File: src/rtl/pipeline_stall_ctrl_pkg.sv
// Shared types for the rv32i stall/flush controller: FSM state encoding and
// the per-stage enable/flush bundle driven toward the datapath.
package pipeline_stall_ctrl_pkg;

  typedef enum logic [1:0] {
    RUN   = 2'd0,
    IWAIT = 2'd1,
    DWAIT = 2'd2
  } stall_ctrl_state_t;

  typedef struct packed {
    logic pc_write;
    logic pc_redirect;
    logic redir_save;
    logic if_id_write;
    logic if_id_flush;
    logic id_ex_write;
    logic id_ex_flush;
    logic ex_mem_write;
    logic mem_wb_write;
    logic mem_wb_flush;
  } pipe_en_t;

  // Free-running pipe: every register loads, nothing is squashed.
  localparam pipe_en_t PIPE_EN_RUN = '{
    pc_write:     1'b1,
    pc_redirect:  1'b0,
    redir_save:   1'b0,
    if_id_write:  1'b1,
    if_id_flush:  1'b0,
    id_ex_write:  1'b1,
    id_ex_flush:  1'b0,
    ex_mem_write: 1'b1,
    mem_wb_write: 1'b1,
    mem_wb_flush: 1'b0
  };

endpackage

File: src/rtl/pipeline_stall_ctrl_sat_counter.sv
// Saturating up-counter for performance events; sticks at all-ones instead of
// wrapping so a long run never reports a misleadingly small count.
module sat_counter #(
  parameter int WIDTH = 32
) (
  input  logic             clk,
  input  logic             rst,
  input  logic             inc_i,
  output logic [WIDTH-1:0] cnt_o
);

  localparam logic [WIDTH-1:0] ONE = {{(WIDTH-1){1'b0}}, 1'b1};

  logic [WIDTH-1:0] cnt_q;
  logic [WIDTH-1:0] cnt_d;

  always_comb begin
    cnt_d = cnt_q;
    if (inc_i && (cnt_q != {WIDTH{1'b1}})) begin
      cnt_d = cnt_q + ONE;
    end
  end

  always_ff @(posedge clk or posedge rst) begin
    if (rst) begin
      cnt_q <= '0;
    end else begin
      cnt_q <= cnt_d;
    end
  end

  assign cnt_o = cnt_q;

endmodule

File: src/rtl/pipeline_stall_ctrl.sv
// Stall/flush controller for the 5-stage rv32i pipe: arbitrates memory waits,
// mispredict redirects and load-use hazards into per-stage enables.
module pipeline_stall_ctrl
  import pipeline_stall_ctrl_pkg::*;
#(
  parameter int CNT_WIDTH = 32
) (
  input  logic                 clk,
  input  logic                 rst,
  input  logic                 ld_use_stall_i,
  input  logic                 imem_req_i,
  input  logic                 imem_resp_i,
  input  logic                 dmem_req_i,
  input  logic                 dmem_resp_i,
  input  logic                 br_mispredict_i,
  output logic                 pc_write_o,
  output logic                 pc_redirect_o,
  output logic                 redir_save_o,
  output logic                 if_id_write_o,
  output logic                 if_id_flush_o,
  output logic                 id_ex_write_o,
  output logic                 id_ex_flush_o,
  output logic                 ex_mem_write_o,
  output logic                 mem_wb_write_o,
  output logic                 mem_wb_flush_o,
  output logic [CNT_WIDTH-1:0] stall_cnt_o,
  output logic [CNT_WIDTH-1:0] flush_cnt_o
);

  stall_ctrl_state_t state_q, state_d;
  logic              squash_pend_q, squash_pend_d;
  pipe_en_t          en, en_o;
  logic              flush_inc;
  logic              dmem_wait, fetch_wait, squash_ret;

  assign dmem_wait  = dmem_req_i & ~dmem_resp_i;
  assign fetch_wait = imem_req_i & ~imem_resp_i;
  // A wrong-path fetch can only be pending while we are parked in a wait state.
  assign squash_ret = squash_pend_q & imem_req_i & imem_resp_i & (state_q != RUN);

  always_comb begin
    en            = PIPE_EN_RUN;
    state_d       = RUN;
    squash_pend_d = squash_pend_q;
    flush_inc     = 1'b0;
    if (dmem_wait) begin
      en.pc_write     = 1'b0;
      en.if_id_write  = 1'b0;
      en.id_ex_write  = 1'b0;
      en.ex_mem_write = 1'b0;
      en.mem_wb_write = 1'b0;
      en.mem_wb_flush = 1'b1;
      state_d         = DWAIT;
    end else begin
      if (fetch_wait) begin
        state_d = IWAIT;
      end
      if (br_mispredict_i) begin
        flush_inc      = 1'b1;
        en.if_id_flush = 1'b1;
        en.id_ex_flush = 1'b1;
        if (fetch_wait) begin
          // PC is busy with the in-flight fetch; park the target and drop that fetch later.
          en.pc_write    = 1'b0;
          en.redir_save  = 1'b1;
          squash_pend_d  = 1'b1;
        end else begin
          en.pc_redirect = 1'b1;
          squash_pend_d  = 1'b0;
        end
      end else if (fetch_wait) begin
        en.pc_write    = 1'b0;
        en.if_id_flush = 1'b1;
      end else if (squash_ret) begin
        en.if_id_flush = 1'b1;
        en.pc_redirect = 1'b1;
        squash_pend_d  = 1'b0;
      end else if (ld_use_stall_i) begin
        en.pc_write    = 1'b0;
        en.if_id_write = 1'b0;
        en.id_ex_flush = 1'b1;
      end
    end
  end

  always_ff @(posedge clk or posedge rst) begin
    if (rst) begin
      state_q       <= RUN;
      squash_pend_q <= 1'b0;
    end else begin
      state_q       <= state_d;
      squash_pend_q <= squash_pend_d;
    end
  end

  assign en_o = rst ? PIPE_EN_RUN : en;

  assign pc_write_o     = en_o.pc_write;
  assign pc_redirect_o  = en_o.pc_redirect;
  assign redir_save_o   = en_o.redir_save;
  assign if_id_write_o  = en_o.if_id_write;
  assign if_id_flush_o  = en_o.if_id_flush;
  assign id_ex_write_o  = en_o.id_ex_write;
  assign id_ex_flush_o  = en_o.id_ex_flush;
  assign ex_mem_write_o = en_o.ex_mem_write;
  assign mem_wb_write_o = en_o.mem_wb_write;
  assign mem_wb_flush_o = en_o.mem_wb_flush;

  sat_counter #(.WIDTH(CNT_WIDTH)) u_stall_cnt (
    .clk   (clk),
    .rst   (rst),
    .inc_i (~en_o.pc_write),
    .cnt_o (stall_cnt_o)
  );

  sat_counter #(.WIDTH(CNT_WIDTH)) u_flush_cnt (
    .clk   (clk),
    .rst   (rst),
    .inc_i (flush_inc & ~rst),
    .cnt_o (flush_cnt_o)
  );

endmodule

File: config.mk
export PLATFORM = sky130hd
export DESIGN_NAME = pipeline_stall_ctrl
export DESIGN_NICKNAME = d
export VERILOG_FILES = /design/src/rtl/pipeline_stall_ctrl_pkg.sv /design/src/rtl/pipeline_stall_ctrl_sat_counter.sv /design/src/rtl/pipeline_stall_ctrl.sv
export SDC_FILE = /design/constraint.sdc
export NUM_CORES = 1
export LEC_CHECK = 0
export CAP_MARGIN = 30
export CORE_MARGIN = 2
export CORE_UTILIZATION = 40
export DETAILED_ROUTE_END_ITERATION = 8
export GPL_ROUTABILITY_DRIVEN = 0
export GPL_TIMING_DRIVEN = 0
export PLACE_DENSITY = 0.69
export SYNTH_ARGS = -nofsm -noshare
export SYNTH_HDL_FRONTEND = slang
export SYNTH_SLANG_ARGS = --single-unit
export TNS_END_PERCENT = 30
File: constraint.sdc
create_clock -name clk -period 2.9 [get_ports clk]
set_input_delay 0.58 -clock clk [delete_from_list [all_inputs] [get_ports clk]]
set_output_delay 0.58 -clock clk [all_outputs]
set_load 0.01 [all_outputs]
# Word-level counts from Yosys, hierarchy flattened
# Index checks and enable logic that the tools add are counted.
# totals
register_bits,67
latchBits,0
ramBits,0
mem_bits_ro,0
input_bits,8
output_inout_bits,74
wordCells,57
n_memories,0
# classes
addsub,2
multipliers,0
n_div,0
order_cmp,0
eq_ne,3
shifts,0
muxes,32
bitwise_logic,11
n_reduce_logical,5
# op_table
cell,n
"32-bit by 1-bit adder with 32-bit output, second input constant",2
"32-bit inequality test, second input constant",2
1-bit 2-to-1 mux,27
10-bit 2-to-1 mux,1
1-bit bitwise AND,6
2-bit 2-to-1 mux,3
1-bit inverter,5
2-bit nonzero test,2
3-bit 2-to-1 mux,1
3-bit AND reduction,1
1-bit logical AND,2
"2-bit inequality test, second input constant",1

# Logic depth before layout (Yosys ltp)
# logic_depth
ltp_word,10
depth_mapped,8
mapped_depth_nobuf,6

# Cells and area by module
# Synthesis repeated with hierarchy kept, for this count alone.
# unflattened
hier_cells,325
hier_area_um2,3460.8
# by_module_without_submodules
module,instances,cells_per_inst,area_per_inst_um2,seq_area_each_um2
sat_counter at u_flush_cnt,1,153,1635.3,800.8
sat_counter at u_stall_cnt,1,139,1561.5,800.8
pipeline_stall_ctrl,1,33,264.0,75.1

# Worst setup path after synthesis
# Ideal clock, no wire load.
# synth_timing
path_type,in2out
startpoint,input rst
endpoint,output pc_redirect_o
t_arrival_ps,2379
t_required_ps,2320
setup_slack_ps,-59
stages,3
n_path_buf,0
cell_sequence,inv_1 nand3_1 nor2_1
# synth_between
elab_chain_len,1
# synth_rtl
element,line_no,rtl
from (decl),pipeline_stall_ctrl.sv:9,"input logic rst,"
10-bit 2-to-1 mux,pipeline_stall_ctrl.sv:96,assign en_o = rst ? PIPE_EN_RUN : en;
to (decl),pipeline_stall_ctrl.sv:17,"output logic pc_redirect_o,"
# Every way passes these cells.

# Final worst setup path
# layout_timing
startpoint,input imem_resp_i
endpoint,output if_id_write_o
# layout_between
elab_chain_len,7
elab_cells_between_ends,9
cone_classes,mux: 5; bitwise: 4
# layout_rtl
element,line_no,rtl
from (decl),pipeline_stall_ctrl.sv:12,"input logic imem_resp_i,"
1-bit bitwise AND (2 in series),pipeline_stall_ctrl.sv:39,assign squash_ret = squash_pend_q & imem_req_i & imem_resp_i & (state_q != RUN);
1-bit 2-to-1 mux,pipeline_stall_ctrl.sv:74,end else if (squash_ret) begin
1-bit 2-to-1 mux *,pipeline_stall_ctrl.sv:71,end else if (fetch_wait) begin
1-bit 2-to-1 mux *,pipeline_stall_ctrl.sv:58,if (br_mispredict_i) begin
1-bit 2-to-1 mux *,pipeline_stall_ctrl.sv:46,if (dmem_wait) begin
10-bit 2-to-1 mux *,pipeline_stall_ctrl.sv:96,
to (decl),pipeline_stall_ctrl.sv:19,"output logic if_id_write_o,"
# Every way passes the cells marked *; elsewhere a longest branch is shown, timed or not.

==> results.sh <==
export IMPL_status="completed"
export IMPL_seq_power_share=0.498
export IMPL_area_growth_pct=33.1
export IMPL_critPathKind="in -> out"
export IMPL_placed_cells=520
export IMPL_syn_inst=330
export IMPL_clockBufferDepth=2
export IMPL_worstPathCellList="clkdlybuf4s50_1 -> nand2_1 -> a21oi_1 -> a21oi_1 -> or2_2 -> clkdlybuf4s50_1"
export IMPL_pwr_share_clk=0.291
export IMPL_p_per_area_mw_per_mm2=504
export IMPL_dp_slack_ns=-0.591
export IMPL_crit_fanout=3
export IMPL_whs_ns=0.500
export IMPL_critPathArrivalTime_ns=2.20
export IMPL_finish_net_count=434
export IMPL_async_reset_ff_frac=1.00
export IMPL_final_hold_viol_count=0
export IMPL_post_drt_wl_per_cell_um=15.6
export IMPL_slowest_stage="clkdlybuf4s50_1"
export IMPL_cts_tree="built"
export IMPL_crit_path_start_kind="input port"
export IMPL_p_leak_nw=1.93
export IMPL_core_area_mm2=0.00859
export IMPL_fin_cells=536
export IMPL_die_area_mm2=0.00953
export IMPL_first_pass_iters=5
export IMPL_power_mw=2.35
export IMPL_yosysUniqueCellTypes=44
export IMPL_grt_first_pass_wirelength_um=14300
export IMPL_seq_area_frac_synth=0.478
export IMPL_grt_pass1_vias=2905
export IMPL_netSwitchingPower_mw=0.724
export IMPL_ant_nets=0
export IMPL_drive_gt1_frac=0.117
export IMPL_io_buffers=81
export IMPL_setup_viol=0
export IMPL_synth_edf_count=0
export IMPL_dp_hpwl_um=5950
export IMPL_avgSynthCellArea_um2=10.6
export IMPL_final_util=0.543
export IMPL_ioPinCount=82
export IMPL_ys_seq_elements=67
export IMPL_ir_worst_vdd_v=0.000189
export IMPL_fmax_mhz=360
export IMPL_rsz0062_at_grt="false"
export IMPL_track_usage=0.185
export IMPL_vias=2898
export IMPL_fp_dieW_um=97.6
export IMPL_synth_ff_type="dfrtp_1"
export IMPL_die_h_um=97.6
export IMPL_fp_row_count=34
export IMPL_cpLargestDelayFamily="buffers and inverters"
export IMPL_relSlewSlack=0.448
export IMPL_worstHoldPathType="reg -> reg"
export IMPL_cts_sinks=67
export IMPL_syn_area_mm2=0.00351
export IMPL_switching_share=0.307
export IMPL_grt_max_degree=37
export IMPL_overflow=0
export IMPL_drt_iter0_drc=111
export IMPL_synth_warnings=0
export IMPL_viasPerCell=5.41
export IMPL_internal_power_mw=1.63
export IMPL_skew_ns=0.00748
export IMPL_start_util=0.408
export IMPL_clock_root_buffer="clkbuf_8"
export IMPL_combinationalPowerShare=0.212
export IMPL_drv_cap=0
export IMPL_timing_final_crit_share=0.958
export IMPL_insertion_delay_ns=0.34
export IMPL_max_stage_delay_ns=0.51
export IMPL_postCtsHoldBufs=0
export IMPL_tightest_slew_ns=0.823
export IMPL_endpoint_kind="output port"
export IMPL_worst_path_buf_inv=2
export IMPL_finalCriticalPeriod_ns=2.78
export IMPL_slew_violations=0
export IMPL_synth_nets=340
export IMPL_finalWirelength_um=8380
export IMPL_cts_made_buffers=9
export IMPL_clk_pin_slew_worst_paths_ns=0.07
export IMPL_fillCellCount=771
export IMPL_grt_antenna_before_repair=0
export IMPL_layout_setup_ws_ns=0.121
export IMPL_drc_errors=0
export IMPL_critPathRequiredTime_ns=2.32
export IMPL_antenna_cells=0
export IMPL_htree_levels=3
-- kinds of logic after synthesis --
logic type                 Yosys count  share of synthesized area
adders and majority gates            2                    0.00714
buffers and inverters               16                     0.0271
DFF                                 67                      0.478
muxes                                4                     0.0121
AOI/OAI and AO/OA                   17                     0.0360
and+or+nand+nor                    165                      0.292
xor gates and xnor gates            59                      0.147
-- state kept, by name, summed over array words and instances (netlist names) --
name and cells:
u_flush_cnt.cnt_o 32, u_stall_cnt.cnt_o 32, state_q 2, squash_pend_q 1
-- cell type report --
cell class                 instances  area (um^2)  share of cell area
timing repair buffer              83          833               0.179
timing repair inverter             1         5.00             0.00107
sequential                        67         1680               0.359
multi-input combinational        247         1750               0.376
inverter                           8         38.8             0.00831
tap                              108          135              0.0290
clock inverter                     5         30.0             0.00644
buffer                             7         56.3              0.0121
clock buffer                      10          138              0.0295
-- stage by stage --
| step | setup TNS [ns] | area (um^2) |
|---|---|---|
| 6_report | 0 | 4670 |
| 5_1_grt | 0 | 4670 |
| 4_1_cts | 0 | 4670 |
| 3_5_place_dp | -1.46 | 4480 |
| 3_3_place_gp | -2.00 | 4460 |
| 2_1_floorplan | 0 | 3510 |
-- Yosys cell counts, types with 4 or more instances --
cell	number	area [um^2]
a21oi_1	6	30.0
inv_1	7	26.3
nor3_1	16	80.1
xor2_1	23	201
nand4_1	28	175
nand2_1	25	93.8
and3_1	9	56.3
nor2_1	22	82.6
nor4_1	4	25.0
dfrtp_1	67	1680
nand3_1	32	160
xnor2_1	36	315
nor4_2	4	50.1
-- cell usage in the layout, fill, tap and decap left out, drive strengths merged, types with 2 or more instances in the layout --
master	instances
xnor2	36
nand4	29
nor4b	3
nor4	11
nor3	17
nand3	35
dlygate4sd2	4
a31oi	3
clkdlybuf4s50	77
inv	7
dfrtp	67
and4	3
nor2b	2
clkinv	3
o21ai	4
and2	2
mux2	2
nor2	22
clkinvlp	4
mux2i	2
xor2	23
or2	3
ha	2
nand2b	2
nand2	25
and3	9
a21oi	6
buf	7
clkbuf	12
-- power groups by stage --
| stage | Combinational [mW] | Sequential (mW) | Clock (mW) |
|---|---|---|---|
| 5_1_grt | 0.543 | 1.19 | 0.740 |
| 2_1_floorplan | 0.214 | 1.20 | 0 |
| 4_1_cts | 0.506 | 1.17 | 0.701 |
| 3_5_place_dp | 0.501 | 1.19 | 0 |
| 3_3_place_gp | 0.490 | 1.18 | 0 |
| 6_report | 0.498 | 1.17 | 0.684 |
-- worst paths after layout --
path                                        from                     to  slack [ns]  depth (start not counted)
min in group asynchronous                    rst   u_stall_cnt.cnt_o[6]        0.64                          3
max reg2reg                 u_stall_cnt.cnt_o[0]   u_stall_cnt.cnt_o[1]        0.58                          6
max                                  imem_resp_i          if_id_write_o        0.12                          6
max in group asynchronous                    rst  u_flush_cnt.cnt_o[13]        1.56                          3
min reg2reg                u_flush_cnt.cnt_o[27]  u_flush_cnt.cnt_o[27]        0.50                          1
min                        u_flush_cnt.cnt_o[27]  u_flush_cnt.cnt_o[27]        0.50                          1
-- layer usage --
layer	vias up	global-route usage	wire, um
li1	1366	-	-
met1	1418	0.239	3690
met3	19	0.0460	425
met4	0	0.0662	135
met2	95	0.301	4130
met5	-	0	0
-- timing repair --
item / in CTS / in global routing
gates resized for setup: 8 / 0
setup buffers: 1 / 0
setup endpoints to repair: 8 / 0
(Power assumes the default switching activity.)
